===== src/rtl/gf_frob_pkg.sv =====
// rtl/gf_frob_pkg.sv - shared types and constants for the Frobenius power sequencer
//
// Contents:
//   state_e  : sequencer states IDLE / RUN / DONE
//   AES_POLY : default reduction polynomial x^8 + x^4 + x^3 + x + 1
//   kw_of()  : width of the squaring count for a field of degree w
package gf_frob_pkg;

    typedef enum logic [1:0] {
        IDLE = 2'd0,
        RUN  = 2'd1,
        DONE = 2'd2
    } state_e;

    localparam logic [8:0] AES_POLY = 9'h11B;

    // Count width is clog2(w), but never narrower than one bit.
    function automatic int kw_of(input int w);
        int c;
        c = $clog2(w);
        return (c < 1) ? 1 : c;
    endfunction

endpackage


===== src/rtl/gf_sq_step.sv =====
// rtl/gf_sq_step.sv - single combinational GF(2^W) squaring step
//
// Ports:
//   a    in  W : operand
//   mode in  1 : 0 = normal basis (left rotate), 1 = polynomial basis mod POLY
//   q    out W : a squared in the selected basis
module gf_sq_step #(
    parameter int         W    = 8,
    parameter logic [W:0] POLY = 9'h11B
) (
    input  logic [W-1:0] a,
    input  logic         mode,
    output logic [W-1:0] q
);

    localparam logic [2*W-2:0] POLY_EXT = (2*W-1)'(POLY);

    logic [2*W-2:0] p;

    always_comb begin
        // Squaring in GF(2)[x] has no cross terms: bit i lands on bit 2i.
        p = '0;
        for (int i = 0; i < W; i++) begin
            p[2*i] = a[i];
        end
        // Long division by POLY from the top degree down to degree W.
        for (int i = 2*W-2; i >= W; i--) begin
            if (p[i]) begin
                p = p ^ (POLY_EXT << (i - W));
            end
        end
        q = mode ? p[W-1:0] : {a[W-2:0], a[W-1]};
    end

endmodule


===== src/rtl/gf_frob_seq.sv =====
// rtl/gf_frob_seq.sv - iterative Frobenius power A^(2^k) over GF(2^W)
//
// Ports:
//   clk, rst_n            : clock, asynchronous active-low reset
//   in_valid / in_ready   : request handshake
//   in_a, in_k, in_mode   : operand, squaring count, basis select
//   in_tag                : channel tag, returned with the result
//   out_valid / out_ready : result handshake
//   out_q, out_tag        : result A^(2^k) and its tag
//   busy                  : sequencer not idle
module gf_frob_seq
    import gf_frob_pkg::*;
#(
    parameter int         W    = 8,
    parameter logic [W:0] POLY = (W+1)'(AES_POLY),
    parameter int         TAGW = 2,
    localparam int        KW   = kw_of(W)
) (
    input  logic            clk,
    input  logic            rst_n,
    input  logic            in_valid,
    output logic            in_ready,
    input  logic [W-1:0]    in_a,
    input  logic [KW-1:0]   in_k,
    input  logic            in_mode,
    input  logic [TAGW-1:0] in_tag,
    output logic            out_valid,
    input  logic            out_ready,
    output logic [W-1:0]    out_q,
    output logic [TAGW-1:0] out_tag,
    output logic            busy
);

    state_e          state_q, state_d;
    logic [W-1:0]    a_q, a_d;
    logic [KW-1:0]   cnt_q, cnt_d;
    logic            mode_q, mode_d;
    logic [TAGW-1:0] tag_q, tag_d;
    logic [W-1:0]    sq_q;

    gf_sq_step #(
        .W    (W),
        .POLY (POLY)
    ) u_sq (
        .a    (a_q),
        .mode (mode_q),
        .q    (sq_q)
    );

    always_ff @(posedge clk or negedge rst_n) begin
        if (!rst_n) begin
            state_q <= IDLE;
            a_q     <= '0;
            cnt_q   <= '0;
            mode_q  <= 1'b0;
            tag_q   <= '0;
        end else begin
            state_q <= state_d;
            a_q     <= a_d;
            cnt_q   <= cnt_d;
            mode_q  <= mode_d;
            tag_q   <= tag_d;
        end
    end

    always_comb begin
        state_d   = state_q;
        a_d       = a_q;
        cnt_d     = cnt_q;
        mode_d    = mode_q;
        tag_d     = tag_q;
        in_ready  = 1'b0;
        out_valid = 1'b0;

        unique case (state_q)
            IDLE: begin
                in_ready = 1'b1;
            end
            RUN: begin
                a_d   = sq_q;
                cnt_d = cnt_q - KW'(1);
                if (cnt_q == KW'(1)) begin
                    state_d = DONE;
                end
            end
            DONE: begin
                out_valid = 1'b1;
                // Completing the result frees the operand register this edge,
                // so a new request may load in the same handoff.
                in_ready  = out_ready;
                if (out_ready && !in_valid) begin
                    state_d = IDLE;
                end
            end
            default: begin
                state_d = IDLE;
            end
        endcase

        if (in_valid && in_ready) begin
            a_d     = in_a;
            cnt_d   = in_k;
            mode_d  = in_mode;
            tag_d   = in_tag;
            state_d = (in_k != '0) ? RUN : DONE;
        end
    end

    // Outputs come straight from registers; nothing from in_* reaches out_*.
    assign out_q   = a_q;
    assign out_tag = tag_q;
    assign busy    = (state_q != IDLE);

endmodule


===== config.mk =====
export PLATFORM = sky130hd
export DESIGN_NAME = gf_frob_seq
export DESIGN_NICKNAME = d
export VERILOG_FILES = /design/src/rtl/gf_frob_pkg.sv /design/src/rtl/gf_sq_step.sv /design/src/rtl/gf_frob_seq.sv
export SDC_FILE = /design/constraint.sdc
export NUM_CORES = 1
export LEC_CHECK = 0
export ABC_AREA = 1
export BUFFER_PORTS_ARGS = -buffer_cell sky130_fd_sc_hd__buf_2
export CAP_MARGIN = 20
export CORE_MARGIN = 1.5
export CORE_UTILIZATION = 45
export CTS_CLUSTER_SIZE = 16
export DETAILED_ROUTE_END_ITERATION = 12
export PLACE_DENSITY = 0.7
export SLEW_MARGIN = 10
export SYNTH_ARGS = -nofsm -noshare
export SYNTH_HDL_FRONTEND = slang
export SYNTH_HIERARCHICAL = 1
export SYNTH_SLANG_ARGS = --single-unit

===== constraint.sdc =====
create_clock -name clk -period 2.7 [get_ports clk]
set_input_delay 0.54 -clock clk [delete_from_list [all_inputs] [get_ports clk]]
set_output_delay 0.54 -clock clk [all_outputs]
set_load 0.01 [all_outputs]

==> flow_summary.json, run 1 <==
{
  "via_count": 1149,
  "cts_tree": "done",
  "dp_slack_ns": 1.24,
  "syn_nets": 199,
  "layout_setup_ws_ns": 1.04,
  "clock_skew_ns": 0.00421,
  "synth_largest_area_cell": "dfrtp_1",
  "place_area_um2": 1280,
  "synth_area_per_cell_um2": 6.29,
  "place_inst": 233,
  "clockBufferDepth": 2,
  "cts_setup_buffers": 0,
  "cts-resized-gates": 0,
  "die_h_um": 53.0,
  "synthFlopType": "dfrtp_1",
  "relSlewSlack": 0.755,
  "detail-route-antenna-nets": 0,
  "globalRouteOverflowTotal": 0,
  "cts-hold-fix-buffers": 0,
  "diodes": 0,
  "yosysWarnings": 6,
  "ys_seq_elements": 16,
  "drt_iter0_markers": 36,
  "synth_common_cells": "nand2_1 (70), nor2_1 (35), dfrtp_1 (16), inv_1 (14), nand3_1 (13)",
  "drcViolationCount": 0,
  "crit_path_start_kind": "flop",
  "leakage_uw": 0.000782,
  "ctsHtreeMaxLevel": 1,
  "synth.top_cell.area_share": 0.356,
  "synthArstFlopShare": 1.00,
  "max_cap_viol_count": 0,
  "path_max_fanout": 4,
  "min_period_over_period": 0.616,
  "synth-edff-count": 0,
  "setup_tns_ns": 0,
  "stdcell_count": 236,
  "clk_pin_slew_ns": 0.09,
  "gp_congestion": 0.847,
  "wire_per_inst_um": 10.8,
  "syn_area_um2": 1130,
  "die_x_um": 53.0,
  "hold_violations": 0,
  "grt_pass1_wl_um": 4430,
  "rows": 17,
  "numCtsBuffers": 3,
  "hp-class": "input port to async pin",
  "initial_core_util": 0.490,
  "setup_viol": 0,
  "synthTopCellsByArea": "dfrtp_1 (36%), nand2_1 (23%), nor2_1 (12%)",
  "fmax_mhz": 602,
  "power.density_nw_per_um2": 1300,
  "worstSetupPathType": "flop to output port",
  "min_period_ns": 1.66,
  "postSynthCellCount": 179,
  "rsz0062_at_grt": "no",
  "ys_seq_area_frac": 0.356,
  "yosysMostFrequentCell": "nand2_1",
  "clockRootBuffer": "clkbuf_4",
  "grt_max_degree": 18,
  "ir_drop_v": 0.000719,
  "antenna_found_initial": 0,
  "status": "completed",
  "nets": 230,
  "drt_wl_total_um": 2540,
  "critPathArrivalTime_ns": 1.12,
  "fp.coreArea_um2": 2300,
  "drive_above_1_share": 0.226,
  "synth_cell_types": 23,
  "fp.dieArea_um2": 2810,
  "io-pin-count": 31,
  "final_cell_area_um2": 1300,
  "final_util": 0.567,
  "clock_sinks": 16,
  "drv_slew": 0,
  "numPortBuffers": 30,
  "end_kind": "output port",
  "required_ns": 2.16,
  "detail_route.vias_per_cell": 4.87,
  "dr.pass1.iters": 4,
  "dpl.hpwl_um": 1880,
  "grt_pass1_vias": 1072,
  "clkLatencyLatePin_ns": 0.27,
  "grt_use_total": 0.211,
  "syn2layout_area_growth_pct": 15.7,
  "worst_pin_slew_ns": 0.367
}
==> layout make-up <==
class                           count  area (um^2)
Clock buffer                        3         22.5
Fill cell                         243          995
Inverter                           20         75.1
Multi-Input combinational cell    139          619
Sequential cell                    16          400
Tap cell                           28         35.0
Timing Repair Buffer               30          150
==> registers in the layout (all words and copies together), names as in the netlist <==
signal	flops
mode_q	1
out_q	8
out_tag	2
cnt_q	3
state_q	2
==> where the power goes <==
group | switching [uW] | internal, uW
clock | 70.3 | 51.6
combinational | 628 | 396
sequential | 177 | 365
total | 875 | 812
==> worst paths after layout <==
kind	slack [ns]	endpoint	cells past startpoint	startpoint
min reg2reg	0.49	out_tag[1]	2	out_tag[1]
max	1.04	in_ready	4	state_q[0]
max in group asynchronous	2.27	out_q[4]	1	rst_n
min	0.16	state_q[0]	1	rst_n
max reg2reg	1.30	out_q[3]	11	out_q[6]
min in group clk	0.46	out_tag[0]	3	in_tag[0]
==> cells in the final DEF (no fill, tap or decap) <==
master and instances:
nand2_1 70, inv_2 6, inv_1 14, buf_2 30
nand3_1 13, nand3_2 1, or2_2 1, o22ai_1 1
nand3_4 1, clkbuf_4 3, xnor2_1 1, or2_1 1
dfrtp_1 16, o21ai_1 3, xor2_1 1, nor3_1 1
nor2_1 35, o21ai_0 2, o211ai_1 1, nand2_2 4
ha_1 2, o21ai_2 1
==> kinds of logic after synthesis <==
kind of cell / after synthesis / share of synthesized area
fa+ha+maj: 2 / 0.0222
compound gates: 8 / 0.0422
flops: 16 / 0.356
simple gates: 127 / 0.470
buf+inv: 24 / 0.0944
xor+xnor: 2 / 0.0156
==> layer usage <==
metal  vias to the layer above  part of all wire  global-route usage
met5                         -                 0                   0
met4                         0            0.0063              0.0641
met3                         2             0.036              0.0254
met2                        26              0.49               0.377
met1                       517              0.46               0.264
li1                        604                 -                   -
==> metrics by stage <==
stage                     power (uW)  hold slack, ns
after floorplan                 1310           0.244
after global placement          1520           0.462
after detailed placement        1560           0.465
after CTS                       1690           0.167
after global routing            1910           0.174
final                           1690           0.161
==> critical path, cell delays in order, from the launching register on <==
cell and delay (ns):
dfrtp_1 0.44, inv_2 0.12, nand2_1 0.08, nand2_1 0.08, buf_2 0.13
Power figures use the tool's default switching activity.
==> run 2, diff against run 1 <==
- PLACE_DENSITY: 0.7 -> 0.73
- clock period: 2.7 -> 1.51 ns (I/O delays scaled with it)
==> run 2 against run 1 <==
Hold slack better by 0.047 ns. Via count increased by 4.4%. Clock-buffer cell count is 1 higher. Register-to-register slack got worse by 1.1 ns. Critical path depth did not move. Sequential cell count unchanged. Sequential power is 74% higher. Sequential share of layout area shrank 1.1 points. Final cell count is 2.1% higher. Non-clock buffer count up 4. Combinational power increased by 89%. Utilization up 2.0 points. Critical endpoint unchanged. Highest routed layer unchanged.
==> flow_summary.json, run 2 (synthesis results as in run 1) <==
{
  "status": "completed",
  "multi_input_area_um2": 619,
  "largest_reg_flops": 8,
  "setup_viol": 0,
  "setup_tns_ns": 0,
  "fmax_mhz": 721,
  "fp.coreArea_um2": 2300,
  "syn2layout_area_growth_pct": 19.8,
  "mostFrequentLayoutCells": "nand2_1 (70), nor2_1 (35), buf_2 (30), dfrtp_1 (16), inv_1 (14)",
  "ff_latch_area_um2": 400,
  "grt_max_degree": 17,
  "drt_wl_total_um": 2730,
  "detail_route.vias_per_cell": 4.98,
  "final_util": 0.587,
  "clock_sinks": 16,
  "p_int_uw": 1550,
  "drv_slew": 0,
  "drcViolationCount": 0,
  "path_cells": "inv_2 -> nand2_1 -> nand2_1 -> buf_2",
  "gp_congestion": 0.857,
  "hold_violations": 0,
  "grt_pass1_vias": 1101,
  "crit_path_start_kind": "flop",
  "diodes": 0,
  "layout_commonest_cell": "nand2_1",
  "total_power_uw": 3160,
  "nFillCells": 236,
  "worstSetupPathType": "flop to output port",
  "cp_num_buf_inv": 2,
  "required_ns": 1.21,
  "clockRootBuffer": "clkbuf_4",
  "relSlewSlack": 0.747,
  "critPathArrivalTime_ns": 1.08,
  "holdWs_ns": 0.208,
  "die_x_um": 53.0,
  "numPortBuffers": 30,
  "clkLatencyLatePin_ns": 0.28,
  "wire_per_inst_um": 11.3,
  "power_frac_clock": 0.091,
  "leakage_uw": 0.000808,
  "wl_met1_um": 1270,
  "nets": 234,
  "ff2ff_setup_slack_ns": 0.20,
  "io-pin-count": 31,
  "dr.pass1.iters": 4,
  "power.density_nw_per_um2": 2340,
  "ctsHtreeMaxLevel": 1,
  "drt_iter0_markers": 14,
  "die_h_um": 53.0,
  "rows": 17,
  "min_period_over_period": 0.918,
  "p_sw_uw": 1610,
  "detail-route-antenna-nets": 0,
  "antenna_found_initial": 0,
  "globalRouteOverflowTotal": 0,
  "wl_met2_um": 1330,
  "pwr-share-seq": 0.299,
  "topRoutingLayerUsed": "met4",
  "max_cap_viol_count": 0,
  "rsz0062_at_grt": "no",
  "worst_pin_slew_ns": 0.380,
  "min_period_ns": 1.39,
  "grt_pass1_wl_um": 4570,
  "clockBufferDepth": 2,
  "cts-resized-gates": 0,
  "grt_use_total": 0.224,
  "path_max_fanout": 4,
  "cts_tree": "done",
  "clk_pin_slew_ns": 0.10,
  "drive_above_1_share": 0.239,
  "swShare": 0.509,
  "crit_top_cell": "nand2_1",
  "initial_core_util": 0.490,
  "critPathTopFamily": "flip-flops",
  "fp.dieArea_um2": 2810,
  "slowest_delay_ns": 0.44,
  "clock_skew_ns": 0.00116,
  "cpMaxStageDelayCell": "dfrtp_1",
  "comb_power_share": 0.610,
  "dpl.hpwl_um": 2040,
  "numCtsBuffers": 3,
  "end_kind": "output port",
  "hp-class": "input port to flop",
  "ir_drop_v": 0.00115,
  "via_count": 1199,
  "wl_met3_um": 109
}
run 2: cell count changes in the layout (fill, tap and decap cells not counted), sizes merged:
cell	change
buf	+3
clkbuf	+1
dlygate4sd3	+1
run 2: timing repair:
| action | 4_1_cts | 5_1_grt |
|---|---|---|
| hold buffers | 1 | 0 |
| buffers inserted | 0 | 1 |
| setup endpoints to repair | 0 | 1 |
| endpoints found under the hold margin | 16 | 0 |
run 2: metal layers:
layer | vias to the layer above | global-route usage
met4 | 0 | 0.0897
li1 | 615 | -
met1 | 549 | 0.265
met2 | 31 | 0.402
met5 | - | 0
met3 | 4 | 0.0339
run 2: final timing paths:
kind	startpoint	endpoint	cells past startpoint
min in group asynchronous	rst_n	out_q[0]	2
min	in_mode	mode_q	3
max	state_q[0]	in_ready	4
min reg2reg	out_tag[1]	out_tag[1]	2
max in group asynchronous	rst_n	out_q[5]	2
max reg2reg	out_q[6]	out_q[1]	10
run 2: area by class of cell:
| cell class | count | share of cell area |
|---|---|---|
| clock buffers | 4 | 0.0269 |
| multi-input cells | 139 | 0.459 |
| well taps | 28 | 0.0260 |
| flip-flops and latches | 16 | 0.297 |
| repair buffers | 34 | 0.135 |
| inverters | 20 | 0.0557 |
run 2: power groups by stage:
stage | combinational [uW] | clock (uW) | sequential, uW
3_5_place_dp | 1900 | 0 | 951
2_1_floorplan | 1400 | 0 | 944
4_1_cts | 1910 | 298 | 942
6_report | 1930 | 287 | 944
5_1_grt | 2220 | 317 | 984
3_3_place_gp | 1830 | 0 | 929
run 2: worst reg2reg max path: stages (launching register included):
cell     delay, ns
dfrtp_1       0.52
inv_2         0.11
nand2_2       0.09
nand2_2       0.06
nand2_1       0.08
nand3_2       0.06
o21ai_2       0.06
nand2_1       0.07
nand2_1       0.06
nor2_1        0.04
nor2_1        0.09
run 2: metrics by stage:
| stage | area [um^2] | setup WS [ns] | std cells |
|---|---|---|---|
| after floorplan | 1130 | 0.297 | 179 |
| after global placement | 1290 | 0.247 | 235 |
| after detailed placement | 1290 | 0.215 | 235 |
| after CTS | 1340 | 0.0898 | 240 |
| after global routing | 1350 | 0.0312 | 241 |
| final | 1350 | 0.124 | 241 |
